File: config.mk
export PLATFORM = sky130hd
export DESIGN_NAME = apb_slave_mem
export DESIGN_NICKNAME = d
export VERILOG_FILES = /design/src/rtl/apb_slave_mem.sv
export SDC_FILE = /design/constraint.sdc
export NUM_CORES = 1
export LEC_CHECK = 0
export ABC_CLOCK_PERIOD_IN_PS = 8000
export CAP_MARGIN = 30
export CORE_MARGIN = 2
export CORE_UTILIZATION = 65
export DETAILED_ROUTE_END_ITERATION = 12
export PLACE_DENSITY = 0.82
export SYNTH_ARGS = -nofsm -noshare
export SYNTH_HDL_FRONTEND = slang
export SYNTH_SLANG_ARGS = --single-unit
File: constraint.sdc
create_clock -name hclk -period 8 [get_ports hclk]
set_input_delay 1.6 -clock hclk [delete_from_list [all_inputs] [get_ports hclk]]
set_output_delay 1.6 -clock hclk [all_outputs]
set_load 0.02 [all_outputs]
File: src/rtl/apb_slave_mem.sv
// rtl/apb_slave_mem.sv - APB completer serving a word-addressed register memory
// Optional wait-state counter enabled by macro APB_WAIT_STATE_EN
module apb_slave_mem #(
    parameter int          SLV_ID      = 0,
    parameter logic [31:0] BASE_ADDR   = 32'h8000_0000,
    parameter int          DEPTH       = 16,
    parameter int          WAIT_CYCLES = 1
) (
    input  logic        hclk,
    input  logic        hreset,
    input  logic [2:0]  psel,
    input  logic        penable,
    input  logic        pwrite,
    input  logic [31:0] paddr,
    input  logic [31:0] pwdata,
    output logic [31:0] prdata,
    output logic        pready,
    output logic        pslverr
);

    localparam int          IDX_W     = $clog2(DEPTH);
    localparam logic [31:0] WIN_BYTES = 32'(DEPTH * 4);

    typedef enum logic {IDLE, ACCESS} state_t;

    state_t            state;
    logic [31:0]       mem [DEPTH];
    logic              sel;
    logic              err;
    logic              ready_int;
    logic [31:0]       off;
    logic [IDX_W-1:0]  idx;

    assign sel = psel[SLV_ID];
    assign off = paddr - BASE_ADDR;
    assign err = (paddr < BASE_ADDR) || (off >= WIN_BYTES) || (paddr[1:0] != 2'b00);
    assign idx = off[IDX_W+1:2];

`ifdef APB_WAIT_STATE_EN
    logic [3:0] wait_cnt;
    assign ready_int = (state == ACCESS) && (wait_cnt == 4'(WAIT_CYCLES));
`else
    logic [3:0] unused_wait;
    assign unused_wait = 4'(WAIT_CYCLES);
    assign ready_int   = (state == ACCESS);
`endif

    always_ff @(posedge hclk) begin
        if (hreset) begin
            state <= IDLE;
`ifdef APB_WAIT_STATE_EN
            wait_cnt <= 4'd0;
`endif
            for (int i = 0; i < DEPTH; i++) begin
                mem[i] <= 32'd0;
            end
        end else begin
            case (state)
                IDLE: begin
                    // penable without a preceding SETUP is not a transfer
                    if (sel && !penable) begin
                        state <= ACCESS;
`ifdef APB_WAIT_STATE_EN
                        wait_cnt <= 4'd0;
`endif
                    end
                end
                ACCESS: begin
                    if (!sel) begin
                        state <= IDLE;
                    end else if (ready_int) begin
                        if (penable) begin
                            if (pwrite && !err) begin
                                mem[idx] <= pwdata;
                            end
                            state <= IDLE;
                        end
                    end else begin
`ifdef APB_WAIT_STATE_EN
                        wait_cnt <= wait_cnt + 4'd1;
`endif
                    end
                end
                default: state <= IDLE;
            endcase
        end
    end

    // Outputs are forced quiet while reset is held, even before the state register clears
    assign pready  = !hreset && ready_int;
    assign pslverr = pready && err;
    assign prdata  = (pready && !pwrite && !err) ? mem[idx] : 32'd0;

    logic unused_bits;
    assign unused_bits = ^{psel, off[31:IDX_W+2], off[1:0]};

endmodule

==> metrics list, run 1 <==
- For this design, the slowest cell found on the critical path is or4_4.
- Count of maximum capacitance violations: 0
- Post-cts gate resize count: 0
- Clock latency at the later pin of the worst-skew pair: 0.58 ns
- Final setup violation count: 0
- Setup slack on the worst flop-to-flop path: around 4.3 ns
- Across the VDD grid, the largest voltage drop is 0.156 mV.
- The count of final hold-check violations is 0.
- In the routed layout, each cell is associated on average with a via count of 7.26.
* Hold-fix buffer count after cts: 0
- In this run the remaining antenna-violating nets after routing total 0.
* Status: finished clean
* Accumulated negative setup slack: 0 ns
* Ports: 105
- Synth Register Bits: 513
- Initial Util: 0.656
* Number of rows created at floorplan: 69
* Core area: 0.0354 mm^2
- The number of global-route vias before repair was 14900.
- Num Clock Sinks: 513
- In the finished design, the share of the clock period the worst path needs comes to 0.802.
- Count of final max-slew check failures: 0
* Number of detailed-route iterations in the first pass: 6
- Die Height: 193 um
- Clock-pin slew was measured on the worst setup and hold paths at around 0.070 ns.
- In the synthesized netlist the dominant register cell turns out to be edfxtp_1.
* Die Area: 0.0373 mm^2
- Of the synthesized area, sequential elements account for 0.663.
- TritonCTS built the clock tree.
* Number of warnings issued by yosys: 0
* Width of the die: 193 um
- For this run the aggregate overflow at the end of global routing stands at 0.
- The number of setup buffers added after CTS is 0.
- Clock root buffer: clkbuf_16
- By area the synthesized netlist is led by edfxtp_1 66%, mux4_2 12%, and3_1 10%.
- Mean area per synthesized cell: about 15 um^2
- Worst setup skew after layout: between 0.015 and 0.02 ns
* Worst hold-check slack: 1.09 ns
* Number of flops mapped to enable cells by yosys: 512
- The worst setup path is captured at an output pin.
- Clock H-tree levels: 2
* Synthesized Nets: 1598
- During placement, the flow inserted port buffers numbering 102.
* Switching power: roughly 1200 uW
- Compared with the post-synthesis result, the final layout area differs by 13.0%.
- Detailed-placement wirelength estimate: 32300 um
* Kind of start point of the critical path: primary input
- Path type of the worst setup path: in2out
- The share of total power dissipated in combinational logic is 0.060.
- Highest Clock Rate: 0.156 GHz
- Worst slack, placed: approximately 1.7 ns
* Area share of the largest cell type after synthesis: 0.662
- Routability-driven placement finished with a final weighted congestion of 0.792.
- In this run the worst path has a maximum fanout of 32.
* Num CTS Buffers: 50
* Antenna violations before repair: 3
- The worst path needs 6.41 ns of the cycle, external delays included.
- Clock Power Share: 0.407
* CP Cell Sequence: clkdlybuf4s50_1 > nor4_1 > nand3_1 > or4_4 > a21oi_1 > clkdlybuf4s50_1
* Number of nets in the layout: 1612
- In this run the worst hold path is classified as reg2reg.
- Fraction of registers with async set or reset after synthesis: 0
- STA puts the critical path data arrival time at 4.81 ns.
- Synthesis instantiated 35 different standard cells from the library.
* Cells after synthesis: 1527
- Share of power burned in registers: 0.533
- The final route contains 14800 vias.
- Drt total wl: about 62000 um
- Cell type with the highest aggregate area in the netlist: edfxtp_1
- The first global-routing pass estimated 91300 um of wire.
- Data on the critical path is required at its endpoint by 6.40 ns.
* DRC: 0
* Power density relative to cell area: 217 mW/mm^2
* Largest net degree at the start of global routing: just over 100
* Layout cell share with drive strength beyond 1: 0.182
- Number of violations reported at the end of detailed-routing iteration 0: 2850
* Cell internal power dissipation: roughly 4500 uW
- Transition at the pin with the smallest max-transition slack: 1.13 ns
* Sw Share: 0.213
- In the global route stage, overall resource usage came out at 0.342.
- RSZ-0062 raised after global routing: false
- Delay contributed by the slowest stage of the critical path: 0.87 ns
- The library cells used most frequently in the layout, excluding fill and tap cells, are 512 x edfxtp_1, 385 x and3_1, 132 x nor2_1.
- The clock passes through at most 3 buffers.
* Most common cell type on the critical path: clkdlybuf4s50_1
- Setup slack of the critical path after layout: 1.59 ns
- Commonest non-fill, non-tap cell in the layout: edfxtp_1
- Mapped Area: 0.0232 mm^2
* Leakage power: 0.0105 uW
- Worst-case headroom to the max-slew limit: 0.249
- Routed wire per std cell: 30.5 um
-- state kept, by name, summed over array words and instances, names as in the netlist --
name and flops:
mem 512, ready_int 1
-- cell usage after synthesis (all sizes together), types with 4 or more instances --
cell / number
a21o: 12
a21oi: 33
a22oi: 64
and3: 385
buf: 41
clkbuf: 140
edfxtp: 512
mux4: 128
nand2: 34
nand2b: 4
nand4: 6
nor2: 133
nor3: 7
nor4: 8
o21bai: 4
-- cell families (layout without fill, tap and decap cells) --
kind of cell           after synthesis  count (layout)  synth area share
AOI/OAI and AO/OA                  113             113            0.0347
and+or+nand+nor                    589             589             0.145
other                                0               1                 0
buffers and inverters              184             237            0.0338
muxes                              128             128             0.124
DFF                                513             513             0.663
-- final cells by class --
type                       count  area, um^2
tap                          461         577
sequential                   513       15400
fill                        2045        9150
clock buffer                  61        1360
antenna                        1        2.50
multi-input combinational    830        7180
clock inverter                30         240
timing repair buffer         143        1490
inverter                       3        11.3
-- routing by layer --
layer / share of wire / vias up / GRT usage
li1: - / 6010 / -
met1: 0.34 / 7259 / 0.474
met2: 0.47 / 1332 / 0.528
met3: 0.14 / 224 / 0.0800
met4: 0.043 / 4 / 0.154
met5: 0.00043 / - / 0
-- worst max-delay path, delay by kind of cell --
family / cells / cell delay [ns]
and+or+nand+nor: 3 / 1.72
buffers and inverters: 2 / 1.08
AOI/OAI and AO/OA: 1 / 0.40
-- power by group through the flow --
stage               combinational (uW)  sequential [uW]  clock [uW]
floorplan                          191             3080           0
global placement                   317             3080           0
detailed placement                 334             3090           0
CTS                                336             3030        2320
global route                       357             3040        2420
finish                             344             3030        2310
-- stage by stage --
step / utilization / total power [uW] / cells / area [um^2]
4_1_cts: 0.741 / 5680 / 2040 / 26200
2_1_floorplan: - / 3270 / 1527 / 23200
6_report: 0.742 / 5690 / 2042 / 26200
5_1_grt: 0.742 / 5820 / 2042 / 26200
3_3_place_gp: 0.690 / 3400 / 1940 / 24400
3_5_place_dp: 0.696 / 3420 / 1949 / 24600
-- final timing paths --
path	start	endpoint	depth (start not counted)
worst min-delay path	ready_int$_SDFF_PP0_	mem[15][20]$_SDFFCE_PN0P_	2
worst min register to register	ready_int$_SDFF_PP0_	mem[15][20]$_SDFFCE_PN0P_	2
worst max register to register	ready_int$_SDFF_PP0_	mem[14][26]$_SDFFCE_PN0P_	6
worst max-delay path	paddr[11]	prdata[13]	6
Power figures use the tool's default switching activity.
==> inputs of run 2 (changes only) <==
==> config.mk (replaced) <==
export PLATFORM = sky130hd
export DESIGN_NAME = apb_slave_mem
export DESIGN_NICKNAME = d
export VERILOG_FILES = /design/src/rtl/apb_slave_mem.sv
export SDC_FILE = /design/constraint.sdc
export NUM_CORES = 1
export LEC_CHECK = 0
export ABC_CLOCK_PERIOD_IN_PS = 6200
export CAP_MARGIN = 30
export CORE_MARGIN = 2
export CORE_UTILIZATION = 61
export DETAILED_ROUTE_END_ITERATION = 12
export PLACE_DENSITY = 0.77
export SYNTH_ARGS = -nofsm -noshare
export SYNTH_HDL_FRONTEND = slang
export SYNTH_SLANG_ARGS = --single-unit
==> constraint.sdc (replaced) <==
create_clock -name hclk -period 6.2 [get_ports hclk]
set_input_delay 1.24 -clock hclk [delete_from_list [all_inputs] [get_ports hclk]]
set_output_delay 1.24 -clock hclk [all_outputs]
set_load 0.02 [all_outputs]
==> run 2 against run 1 <==
Net effect:
- global-route usage shrank 2.2 points
- cell area grew 0.40%
- highest routed layer is now met4
- sequential share of layout area shrank 0.23 points
- die area grew 6.4%
- flip-flop and latch count is the same
- critical endpoint is now prdata[7]
- critical path type unchanged
- clock power grew 23%
- first-iteration DRC count shrank 24%
- clock skew shrank 0.0043 ns
- largest power group unchanged
- utilization shrank 4.0 points
- sequential power grew 29%
==> metrics list, run 2 (synthesis results as in run 1) <==
- Status: finished clean
- The max-slew violation total from the final report is 0.
- The critical path ends at prdata[7].
- The HPWL after detailed placement is 32600 um.
- The number of global-route vias before repair came to 14800.
- Count of final hold-check violations: 0
- Transition at the pin with the smallest max-transition slack: 1.04 ns
- Worst reg2reg path startpoint: ready_int$_SDFF_PP0_
* Clock H-tree levels: 2
- Number of detailed-route iterations in the first pass: 5
* Top library cells by usage in the layout, fill and taps aside: 512 x edfxtp_1, 385 x and3_1, 132 x nor2_1
- For this run, design rule violations remaining after detail routing come to 0.
- Dividing the detail-routed via count by the number of cells gives 6.83.
* Initial Util: 0.618
* Count of buffering cells on the critical path with inverters included: 2
- Largest net degree at the start of global routing: 129
* Non-filler instance count after layout: 2095
* Die Area: 0.0397 mm^2
* Global placement routability congestion: just under 0.8
- The count of nets left with antenna violations once routing finished came out at 0.
- Register with the most flip-flops: mem
- The analysis attributes to net switching a power of 1530 uW.
- For flop-to-flop paths, the worst setup slack is between 3 and 4 ns.
* Clock latency at the later pin of the worst-skew pair: between 0.5 and 0.6 ns
* Postcts setup bufs: 0
- By instance count, the cell type seen most on the critical path is clkdlybuf4s50_1.
- The cell family contributing the most delay on the critical path is simple AND/OR/NAND/NOR gates.
- The library cell used most frequently in the layout, excluding fill and tap cells, is edfxtp_1.
- The clock passes through at most 3 buffers.
* Power density relative to cell area: 273 mW/mm^2
- Data required, critical path: 4.96 ns
- Count of maximum capacitance violations: 0
- STA classifies the critical path startpoint as a primary input.
* Post-cts gate resize count: 0
- Overall overflow remaining after global route: 0
- Headroom to the max-slew limit came out at 0.307.
* Hold Path Class: reg2reg
- After routing the design area is 0.0264 mm^2.
- Clock-pin slew was measured on the worst setup and hold paths at 0.06 ns.
* Highest Clock Rate: 0.177 GHz
- The worst path in the final design needs a cycle of 5.66 ns, including I/O delays and setup.
* Layout Area Growth over Synthesis: 13.4%
* VDD IR max: 0.233 mV
- After detailed routing, the average wire length per cell comes to 29.3 um.
* Num Clock Sinks: 513
* Worst setup path startpoint: paddr[19]
- Path type of the worst setup path: in2out
- Number of violations reported at the end of detailed-routing iteration 0: about 2200
- FF/Latch Area: 0.0154 mm^2
- TritonCTS built the clock tree.
* RSZ-0062 raised after global routing: false
* End of the worst register-to-register path: mem[1][27]$_SDFFCE_PN0P_
* Hold-fix buffer count after cts: 0
- Count of port buffers added during placement: 102
- The critical path goes through clkdlybuf4s50_1 > nor4_1 > nand3_1 > or4_4 > a21oi_1 > clkdlybuf4s50_1.
- R2r worst-path depth: 7
- Delay contributed by the slowest stage of the critical path: 0.84 ns
- Num CTS Buffers: between 50 and 60
- The critical path crosses 6 cells after its start point.
- CP max FO: 32
- Layout cell share with drive strength beyond 1: 0.180
* First-pass GRT wire length: 91300 um
- In the final layout, the multi-input gates occupy 0.00717 mm^2.
* Worst setup skew after layout: approximately 0.014 ns
- On the final layout, the worst hold slack is roughly 1.0 ns.
- The analysis attributes to cell leakage a power of 0.0105 uW.
- Data on the critical path arrives at its endpoint at around 4.4 ns.
- Clock Power Share: 0.393
- The placed instances occupy a cell area of 0.0248 mm^2.
- Internal power comes to 5650 uW.
* Combinational share of power: 0.063
- Final setup violation count: 0
* Accumulated negative setup slack: 0 ns
- Row generation in the floorplan step produced 71 rows.
* Core area: 0.0376 mm^2
- Share of power burned in registers: 0.544
- The register with the most flip-flops in the layout has 512 of them.
* Clock root buffer: clkbuf_16
- Ports: 105
- Width of the die: 199 um
* Total routing usage reported by global routing: 0.320
- Placed cell count: 2006
- For this design, the slowest cell found on the critical path is or4_4.
- Element type at the critical path end: output pin
* Final worst path period share: 0.913
- Antenna violations before repair: 0
- The filler cells instantiated in the layout total around 2400.
- For this run, the post-layout net count is 1620.
- Drt total wl: 61300 um
- Total via count in the routed design: ~14000
- The floorplan step set the die height to approximately 200 um.
* Sw Share: 0.213
==> run 2: metrics by stage <==
| stage | setup WS [ns] | power, uW | utilization |
|---|---|---|---|
| after floorplan | 1.99 | 4220 | - |
| after global placement | 0.642 | 4400 | 0.656 |
| after detailed placement | 0.553 | 4430 | 0.661 |
| after CTS | 0.557 | 7190 | 0.701 |
| after global routing | 0.461 | 7370 | 0.701 |
| final | 0.536 | 7190 | 0.701 |
==> run 2: worst min path at each step <==
stage	from	end	slack, ns	depth (start not counted)
2_1_floorplan	ready_int$_SDFF_PP0_	mem[11][18]$_SDFFCE_PN0P_	0.81	4
3_3_place_gp	ready_int$_SDFF_PP0_	mem[7][31]$_SDFFCE_PN0P_	1.0	4
3_5_place_dp	ready_int$_SDFF_PP0_	mem[15][31]$_SDFFCE_PN0P_	0.99	4
4_1_cts	ready_int$_SDFF_PP0_	mem[11][10]$_SDFFCE_PN0P_	1.00	4
5_1_grt	ready_int$_SDFF_PP0_	mem[15][5]$_SDFFCE_PN0P_	1.09	4
6_report	ready_int$_SDFF_PP0_	mem[11][31]$_SDFFCE_PN0P_	1.03	4
==> run 2: final cells by class <==
class / count / share of cell area
Multi-Input combinational cell: 830 / 0.272
Sequential cell: 513 / 0.584
Inverter: 3 / 0.000427
Clock buffer: 64 / 0.0519
Antenna cell: 1 / 0.0000950
Tap cell: 511 / 0.0243
Clock inverter: 23 / 0.00484
Timing Repair Buffer: 150 / 0.0621
==> run 2: power groups by stage <==
stage	clock network [uW]	logic (uW)	registers, uW
after floorplan	0	247	3980
after global placement	0	426	3980
after detailed placement	0	443	3980
after CTS	2830	445	3910
after global routing	2980	470	3920
final	2830	451	3910
==> run 2: per-layer routing <==
metal | vias to the layer above | wire length (um) | track usage
met4 | 0 | 2140 | 0.122
li1 | 6030 | - | -
met5 | - | 0 | 0
met3 | 149 | 7290 | 0.0702
met2 | 986 | 29700 | 0.517
met1 | 7150 | 22200 | 0.431
==> run 2: worst register-to-register path, cell delays in order, from the launching register on <==
cell,delay [ns]
dfxtp_1,0.37
nand2b_1,0.12
inv_2,0.26
buf_4,0.48
nand4_1,0.39
nor3_2,0.35
buf_12,0.40
and3_1,0.47
